$ cat config.mk
export PLATFORM = sky130hd
export DESIGN_NAME = reg_file
export DESIGN_NICKNAME = d
export VERILOG_FILES = /design/src/rtl/cpu_pkg.sv /design/src/rtl/regfile_read_port.sv /design/src/rtl/reg_file.sv
export SDC_FILE = /design/constraint.sdc
export NUM_CORES = 2
export LEC_CHECK = 0
export CORE_AREA = 2 2 372 282
export DETAILED_ROUTE_END_ITERATION = 8
export DIE_AREA = 0 0 374 284
export PLACE_DENSITY_LB_ADDON = 0.1
export SYNTH_ARGS = -nofsm -noshare
export SYNTH_HDL_FRONTEND = slang
export SYNTH_SLANG_ARGS = --single-unit
export TNS_END_PERCENT = 5
$ cat constraint.sdc
create_clock -name clk -period 41.1 [get_ports clk]
set_input_delay 6.165 -clock clk [delete_from_list [all_inputs] [get_ports clk]]
set_output_delay 6.165 -clock clk [all_outputs]
set_load 0.005 [all_outputs]
$ cat src/rtl/cpu_pkg.sv
// rtl/cpu_pkg.sv - shared datapath constants and types
// Purpose : widths, register-index/word types and the zero-register index
//           shared by the register file, ALU control and decode stages.
// Ports   : none (package).
package cpu_pkg;

    localparam int DATA_W = 32;
    localparam int ADDR_W = 5;

    typedef logic [ADDR_W-1:0] reg_idx_t;
    typedef logic [DATA_W-1:0] word_t;

    localparam reg_idx_t REG_ZERO = 5'd0;

endpackage

$ cat src/rtl/regfile_read_port.sv
// rtl/regfile_read_port.sv - one combinational register-file read port
// Purpose : selects one register, forces index 0 to zero and, when built with
//           REGFILE_BYPASS_EN, forwards the same-cycle write data.
// Ports   : rd_idx_i   - register index to read
//           regs_i     - current storage contents
//           wr_en_i    - an effective write is happening this cycle
//           wr_idx_i   - index being written
//           wr_data_i  - data being written
//           rd_data_o  - read data (combinational)
// Macro   : REGFILE_BYPASS_EN enables write-first forwarding.
module regfile_read_port
    import cpu_pkg::*;
#(
    parameter int DATA_W = cpu_pkg::DATA_W,
    parameter int ADDR_W = cpu_pkg::ADDR_W,
    parameter int NREGS  = 2**ADDR_W
) (
    input  logic [ADDR_W-1:0] rd_idx_i,
    input  logic [DATA_W-1:0] regs_i [NREGS],
    input  logic              wr_en_i,
    input  logic [ADDR_W-1:0] wr_idx_i,
    input  logic [DATA_W-1:0] wr_data_i,
    output logic [DATA_W-1:0] rd_data_o
);

    logic rd_zero;
    assign rd_zero = (rd_idx_i == ADDR_W'(REG_ZERO));

`ifdef REGFILE_BYPASS_EN
    // wr_en_i already excludes index 0, so x0 can never be forwarded.
    logic fwd_hit;
    assign fwd_hit = wr_en_i && (wr_idx_i == rd_idx_i);

    always_comb begin
        rd_data_o = regs_i[rd_idx_i];
        if (rd_zero) begin
            rd_data_o = '0;
        end else if (fwd_hit) begin
            rd_data_o = wr_data_i;
        end
    end
`else
    logic unused_wr;
    assign unused_wr = ^{wr_en_i, wr_idx_i, wr_data_i};

    always_comb begin
        rd_data_o = regs_i[rd_idx_i];
        if (rd_zero) begin
            rd_data_o = '0;
        end
    end
`endif

endmodule

$ cat src/rtl/reg_file.sv
// rtl/reg_file.sv - two-read one-write register file with write counter
// Purpose : architectural register storage for the single-cycle datapath;
//           x0 reads as zero and ignores writes; WrCount counts effective
//           writes and wraps.
// Ports   : clk, reset (async active-high)
//           RegWrite, WriteReg, WriteData - write port
//           ReadReg1/ReadData1, ReadReg2/ReadData2 - combinational read ports
//           WrCount - effective writes since reset
// Macro   : REGFILE_BYPASS_EN enables write-first forwarding on both ports.
module reg_file
    import cpu_pkg::*;
#(
    parameter int DATA_W = cpu_pkg::DATA_W,
    parameter int ADDR_W = cpu_pkg::ADDR_W
) (
    input  logic              clk,
    input  logic              reset,
    input  logic              RegWrite,
    input  logic [ADDR_W-1:0] WriteReg,
    input  logic [DATA_W-1:0] WriteData,
    input  logic [ADDR_W-1:0] ReadReg1,
    input  logic [ADDR_W-1:0] ReadReg2,
    output logic [DATA_W-1:0] ReadData1,
    output logic [DATA_W-1:0] ReadData2,
    output logic [31:0]       WrCount
);

    localparam int NREGS = 2**ADDR_W;

    logic [DATA_W-1:0] regs_q [NREGS];
    logic [31:0]       wr_count_q;
    logic [31:0]       wr_count_d;
    logic              wr_eff;
    logic              fwd_en;

    assign wr_eff = RegWrite && (WriteReg != ADDR_W'(REG_ZERO));

    // Reads must be zero while reset is held, so forwarding is gated too.
    assign fwd_en = wr_eff && !reset;

    assign wr_count_d = wr_eff ? (wr_count_q + 32'd1) : wr_count_q;

    always_ff @(posedge clk or posedge reset) begin
        if (reset) begin
            for (int i = 0; i < NREGS; i++) begin
                regs_q[i] <= '0;
            end
            wr_count_q <= '0;
        end else begin
            if (wr_eff) begin
                regs_q[WriteReg] <= WriteData;
            end
            wr_count_q <= wr_count_d;
        end
    end

    assign WrCount = wr_count_q;

    regfile_read_port #(
        .DATA_W (DATA_W),
        .ADDR_W (ADDR_W),
        .NREGS  (NREGS)
    ) u_rd1 (
        .rd_idx_i  (ReadReg1),
        .regs_i    (regs_q),
        .wr_en_i   (fwd_en),
        .wr_idx_i  (WriteReg),
        .wr_data_i (WriteData),
        .rd_data_o (ReadData1)
    );

    regfile_read_port #(
        .DATA_W (DATA_W),
        .ADDR_W (ADDR_W),
        .NREGS  (NREGS)
    ) u_rd2 (
        .rd_idx_i  (ReadReg2),
        .regs_i    (regs_q),
        .wr_en_i   (fwd_en),
        .wr_idx_i  (WriteReg),
        .wr_data_i (WriteData),
        .rd_data_o (ReadData2)
    );

endmodule
After elaboration in Yosys (flattened, before gate mapping). Index checks and enable logic that the tools add are counted.

Memory bits (read-only): 0. Register bits after elaboration: 1056. Memory bits (writable): 0. Memories kept: 0. Output and inout bits: 96. Bits in latches: 0.

Bitwise gates (word level): 3. Shift-type cells: 0. Reduce and logical (&&, ||, !) cells: 5. Div/mod/pow operators: 0. Add/sub/neg operators: 1. Mux-type cells: 11. $mul: 0. Eq/ne operators: 0. Magnitude comparators: 4.

Operator list (count): 1024-bit bitwise mux (1); 32-bit binary-select mux with 5-bit select (2); 32-bit two-way mux (7); 32-bit demux with 5-bit select (1); 32-bit by 1-bit adder with 32-bit output, second input constant (1); 6-bit greater-or-equal comparator, second input constant (3); 5-bit NOT with 6-bit output (3); 5-bit logical NOT (2); 6-bit by 1-bit less-than comparator with 1-bit output, second input constant (1); 5-bit nonzero test (1); 1-bit logical AND (2).

Depth between registers and ports, before layout.
Depth in word-level cells: 6. Depth in mapped cells: 10.

Cells and area by module. Synthesis repeated with hierarchy kept, for this count alone.

Cell total of the unflattened synthesis: 3736. Area, all modules: 56415.4 um^2.

Modules (own cells, without submodules): reg_file (cells an instance 2408, instances 1, area an instance 39679.3 um^2, seq. area each 26425.3 um^2); regfile_read_port (cells an instance 664, instances 2, area an instance 8368.0 um^2, seq. area each 0.0 um^2).

Worst setup path after synthesis. No wires, ideal clock.

Path kind: input-to-output. Start: input port ReadReg1[0]. End: output port ReadData1[12]. Slack: 27.230 ns. Arrival: 7.705 ns. Stages: 7. Data required time: 34.935 ns. Path through: buf_2 buf_6 buf_2 mux4_2 mux2_2 o221ai_1 a21oi_1.

Word-level cells in the longest chain between the ends: 5.

RTL lines: start, declared (line reg_file.sv:21) `input logic [ADDR_W-1:0] ReadReg1,`; 5-bit NOT with 6-bit output (not written as such) (line regfile_read_port.sv:47) `rd_data_o = regs_i[rd_idx_i];`; 32-bit binary-select mux with 5-bit select (line regfile_read_port.sv:47); 32-bit two-way mux (not written as such) (2 in series) (line regfile_read_port.sv:47); 32-bit two-way mux * (line regfile_read_port.sv:48) `if (rd_zero) begin`; end, declared (line reg_file.sv:23) `output logic [DATA_W-1:0] ReadData1,`.

Every way passes the cells marked *; elsewhere a longest branch is shown, timed or not. The select of a mux whose other input is x is not followed.

Final worst setup path.
Start: input port ReadReg2[1]. End: output port ReadData2[26].

Word-level cells in the longest chain between the ends: 5.

RTL lines: start, declared (line reg_file.sv:22) `input logic [ADDR_W-1:0] ReadReg2,`; 5-bit NOT with 6-bit output (not written as such) (line regfile_read_port.sv:47); 32-bit binary-select mux with 5-bit select (line regfile_read_port.sv:47); 32-bit two-way mux (not written as such) (2 in series) (line regfile_read_port.sv:47); 32-bit two-way mux * (line regfile_read_port.sv:48); end, declared (line reg_file.sv:24) `output logic [DATA_W-1:0] ReadData2,`.

Marked as above.

==> metrics.md <==
| Metric | Value |
|---|---|
| Clock buffer depth | 3 |
| Yosys warning total | 0 |
| Dominant synthesized flop cell | dfrtp_1 |
| FP Rows | 102 |
| Slew Limit Fails | 0 |
| Actual transition at the worst max-transition pin | approximately 1.3 ns |
| Max-Cap Viols | 0 |
| Path type of the worst min-delay path | reg -> reg |
| Antenna violations before repair | 11 |
| Filler cells | between 7k and 8k |
| Min Tclk post-route | 16.83 ns |
| NumNets Final | between 3k and 4k |
| Worst path slowest cell | a2111oi_0 |
| Most common cell after layout, fill and taps aside | mux2_2 |
| Final Skew | between 0.009 and 0.01 ns |
| Setup crit start kind | input port |
| H-Tree Depth | 3 |
| Pin count of the biggest net entering global routing | 122 |
| Starting Density | a little over half |
| Core box area | between 100000 and 150000 um^2 |
| Buffers on Ports | 145 |
| DP HPWL | roughly 100000 um |
| PD cells | about 50 nW/um^2 |
| Post-synth ARST share | 100% |
| Average wire per standard cell | between 30 and 40 um |
| Number of DRC markers in iteration 0 | around 3.8k |
| Post-synthesis cell type count | 51 |
| Die Y | around 280 um |
| DRC viols | 0 |
| Vias per cell | 7.16 |
| Worst rel slew slack | a little under an eighth |
| DR vias | ~36k |
| Cell area after synthesis | 56000 um^2 |
| Status | complete, no violations |
| Cts repair resizes | 0 |
| CP most frequent cell | buf_4 |
| Crit. End Element | output pin |
| #FFs+latches synth | about 1.1k |
| Die Area | 106000 um^2 |
| Drt first pass iters | 6 |
| Final setup vio count | 0 |
| Total power | between 3 and 4 mW |
| Worst VDD drop | between 0.00003 and 0.00004 V |
| Period utilisation layout | about two fifths |
| Vias in the first global route | 37.2k |
| Layout area overhead | 10.3% |
| Total track usage | about a third |
| ANT nets after route | 0 |
| TritonCTS clock tree | built |
| Die Width | around 370 um |
| Worst skew pair latency | 0.70 ns |
| WL final | around 180000 um |
| Post-synthesis sequential area ratio | between 40% and 50% |
| Leak | between 20 and 30 nW |
| Cells after Synth | around 3.6k |
| Crit path max fanout | 50 |
| Placer Congestion | 0.840 |
| Num CTS Buffers | roughly 110 |
| Final Hold Fails | 0 |
| Syn Nets | around 3.7k |
| First-pass GRT wire length | between 200000 and 300000 um |
| CTS root buffer | clkbuf_16 |
| Worst stage delay on the critical path | around 0.95 ns |
| Post-synth EDFFs | 0 |
| Clock sink count | between 1k and 1.5k |
| WP data arrival | approximately 11 ns |
| Ports | about 150 |
| Setup TNS | 0 ns |
| Unrepaired setup endpoints after global routing | no |
| Overflow after GRT | 0 |
| Hold buffers post-CTS | 0 |
| Required @ worst endpoint | 34.94 ns |
| Syn Area/Cell | about 16 um^2 |
| Post-CTS setup buffers | 0 |
| CP cell instances | buf_8, buf_4, buf_4, mux4_2, mux2i_1, nor2_1, a221oi_1, a2111oi_0, buf_4, clkdlybuf4s50_1 |
| Fmax achieved | 59.4 MHz |
| Kind of critical path | in -> out |
| Commonest non-fill, non-tap cells in the layout | 1088 x mux2_2, 1056 x dfrtp_1, 506 x mux4_2 |
| Layout cell share with drive strength beyond 1 | a little over half |
| Clock transition at path regs | 0.06 ns |
## synthesized netlist by cell type, types with 4 or more instances
| master | number | area share, % |
|---|---|---|
| a2111oi_0 | 16 | 0.25 |
| a2111oi_1 | 5 | 0.089 |
| a211oi_1 | 36 | 0.48 |
| a21oi_1 | 45 | 0.40 |
| a221oi_1 | 35 | 0.55 |
| a221oi_2 | 8 | 0.21 |
| a22oi_1 | 21 | 0.28 |
| a31oi_1 | 15 | 0.17 |
| and2_1 | 5 | 0.056 |
| and3_1 | 10 | 0.11 |
| and4_1 | 4 | 0.063 |
| buf_1 | 37 | 0.25 |
| buf_2 | 135 | 1.2 |
| buf_4 | 32 | 0.43 |
| buf_6 | 20 | 0.40 |
| clkbuf_1 | 187 | 1.3 |
| dfrtp_1 | 1056 | 47 |
| mux2_2 | 1088 | 22 |
| mux2i_1 | 60 | 1.1 |
| mux4_1 | 6 | 0.28 |
| mux4_2 | 506 | 20 |
| nand2_1 | 44 | 0.29 |
| nand3_1 | 14 | 0.13 |
| nand4_1 | 13 | 0.15 |
| nor2_1 | 60 | 0.40 |
| nor2b_1 | 39 | 0.44 |
| o21ai_0 | 11 | 0.098 |
| o221ai_1 | 32 | 0.50 |
| xnor2_1 | 28 | 0.44 |
## worst max-delay path, delay by kind of cell
family          cells  cell delay (ns)
compound gates      2             1.04
buf+inv             5             2.79
simple gates        1             0.15
mux                 2             0.43
## final timing paths
path                            slack (ns)  depth (start not counted)         start       endpoint
worst max register to register       39.14                          5    WrCount[7]    WrCount[27]
worst min register to register        0.39                          0  regs_q[1008]   regs_q[1008]
worst max-delay path                 24.27                         10   ReadReg2[1]  ReadData2[26]
min in group asynchronous             5.98                          2         reset    regs_q[810]
max in group asynchronous            30.82                          6         reset    regs_q[837]
worst min-delay path                  0.39                          0  regs_q[1008]   regs_q[1008]
## power by group
part	internal (mW)	switching [mW]	total, mW
logic	0.382	0.235	0.617
clock network	0.645	0.429	1.07
registers	1.23	0.155	1.39
total	2.26	0.819	3.08
## through the flow
stage          setup slack (ns)  area (um^2)  utilization [%]  hold slack (ns)  std cells
3_5_place_dp              24.20        57900             56.5            0.384       4766
4_1_cts                   24.16        61800             60.3            0.397       4967
5_1_grt                   23.93        61800             60.3            0.400       4970
3_3_place_gp              24.28        57900             56.5            0.377       4766
6_report                  24.27        61800             60.3            0.392       4971
2_1_floorplan              5.21        56000                -            0.438       3604
## flip-flops by register name (all words and copies together) (netlist names)
signal,flops
regs_q,1024
WrCount,32
## kinds of logic after synthesis
family | synth area share, %
mux | 43.6
simple gates | 1.95
xor+xnor | 0.485
compound gates | 3.05
flops | 47.2
buf+inv | 3.74
fa+ha+maj | 0.0223
## final cells by class
cell class                 count  area [um^2]  area share [%]
timing repair buffer         228         2130            3.45
antenna                        4         10.0          0.0162
clock buffer                 151         3140            5.08
tap                         1352         1690            2.74
inverter                       1         11.3          0.0182
sequential                  1056        26400            42.8
multi-input combinational   2129        27700            44.8
clock inverter                50          737            1.19
## per-layer routing
layer	part of all wire, %	GRT usage, %
met5	0.030	0
met4	4.4	13.1
met3	8.5	7.50
met2	46	51.6
met1	41	46.4
(Power assumes the default switching activity.)
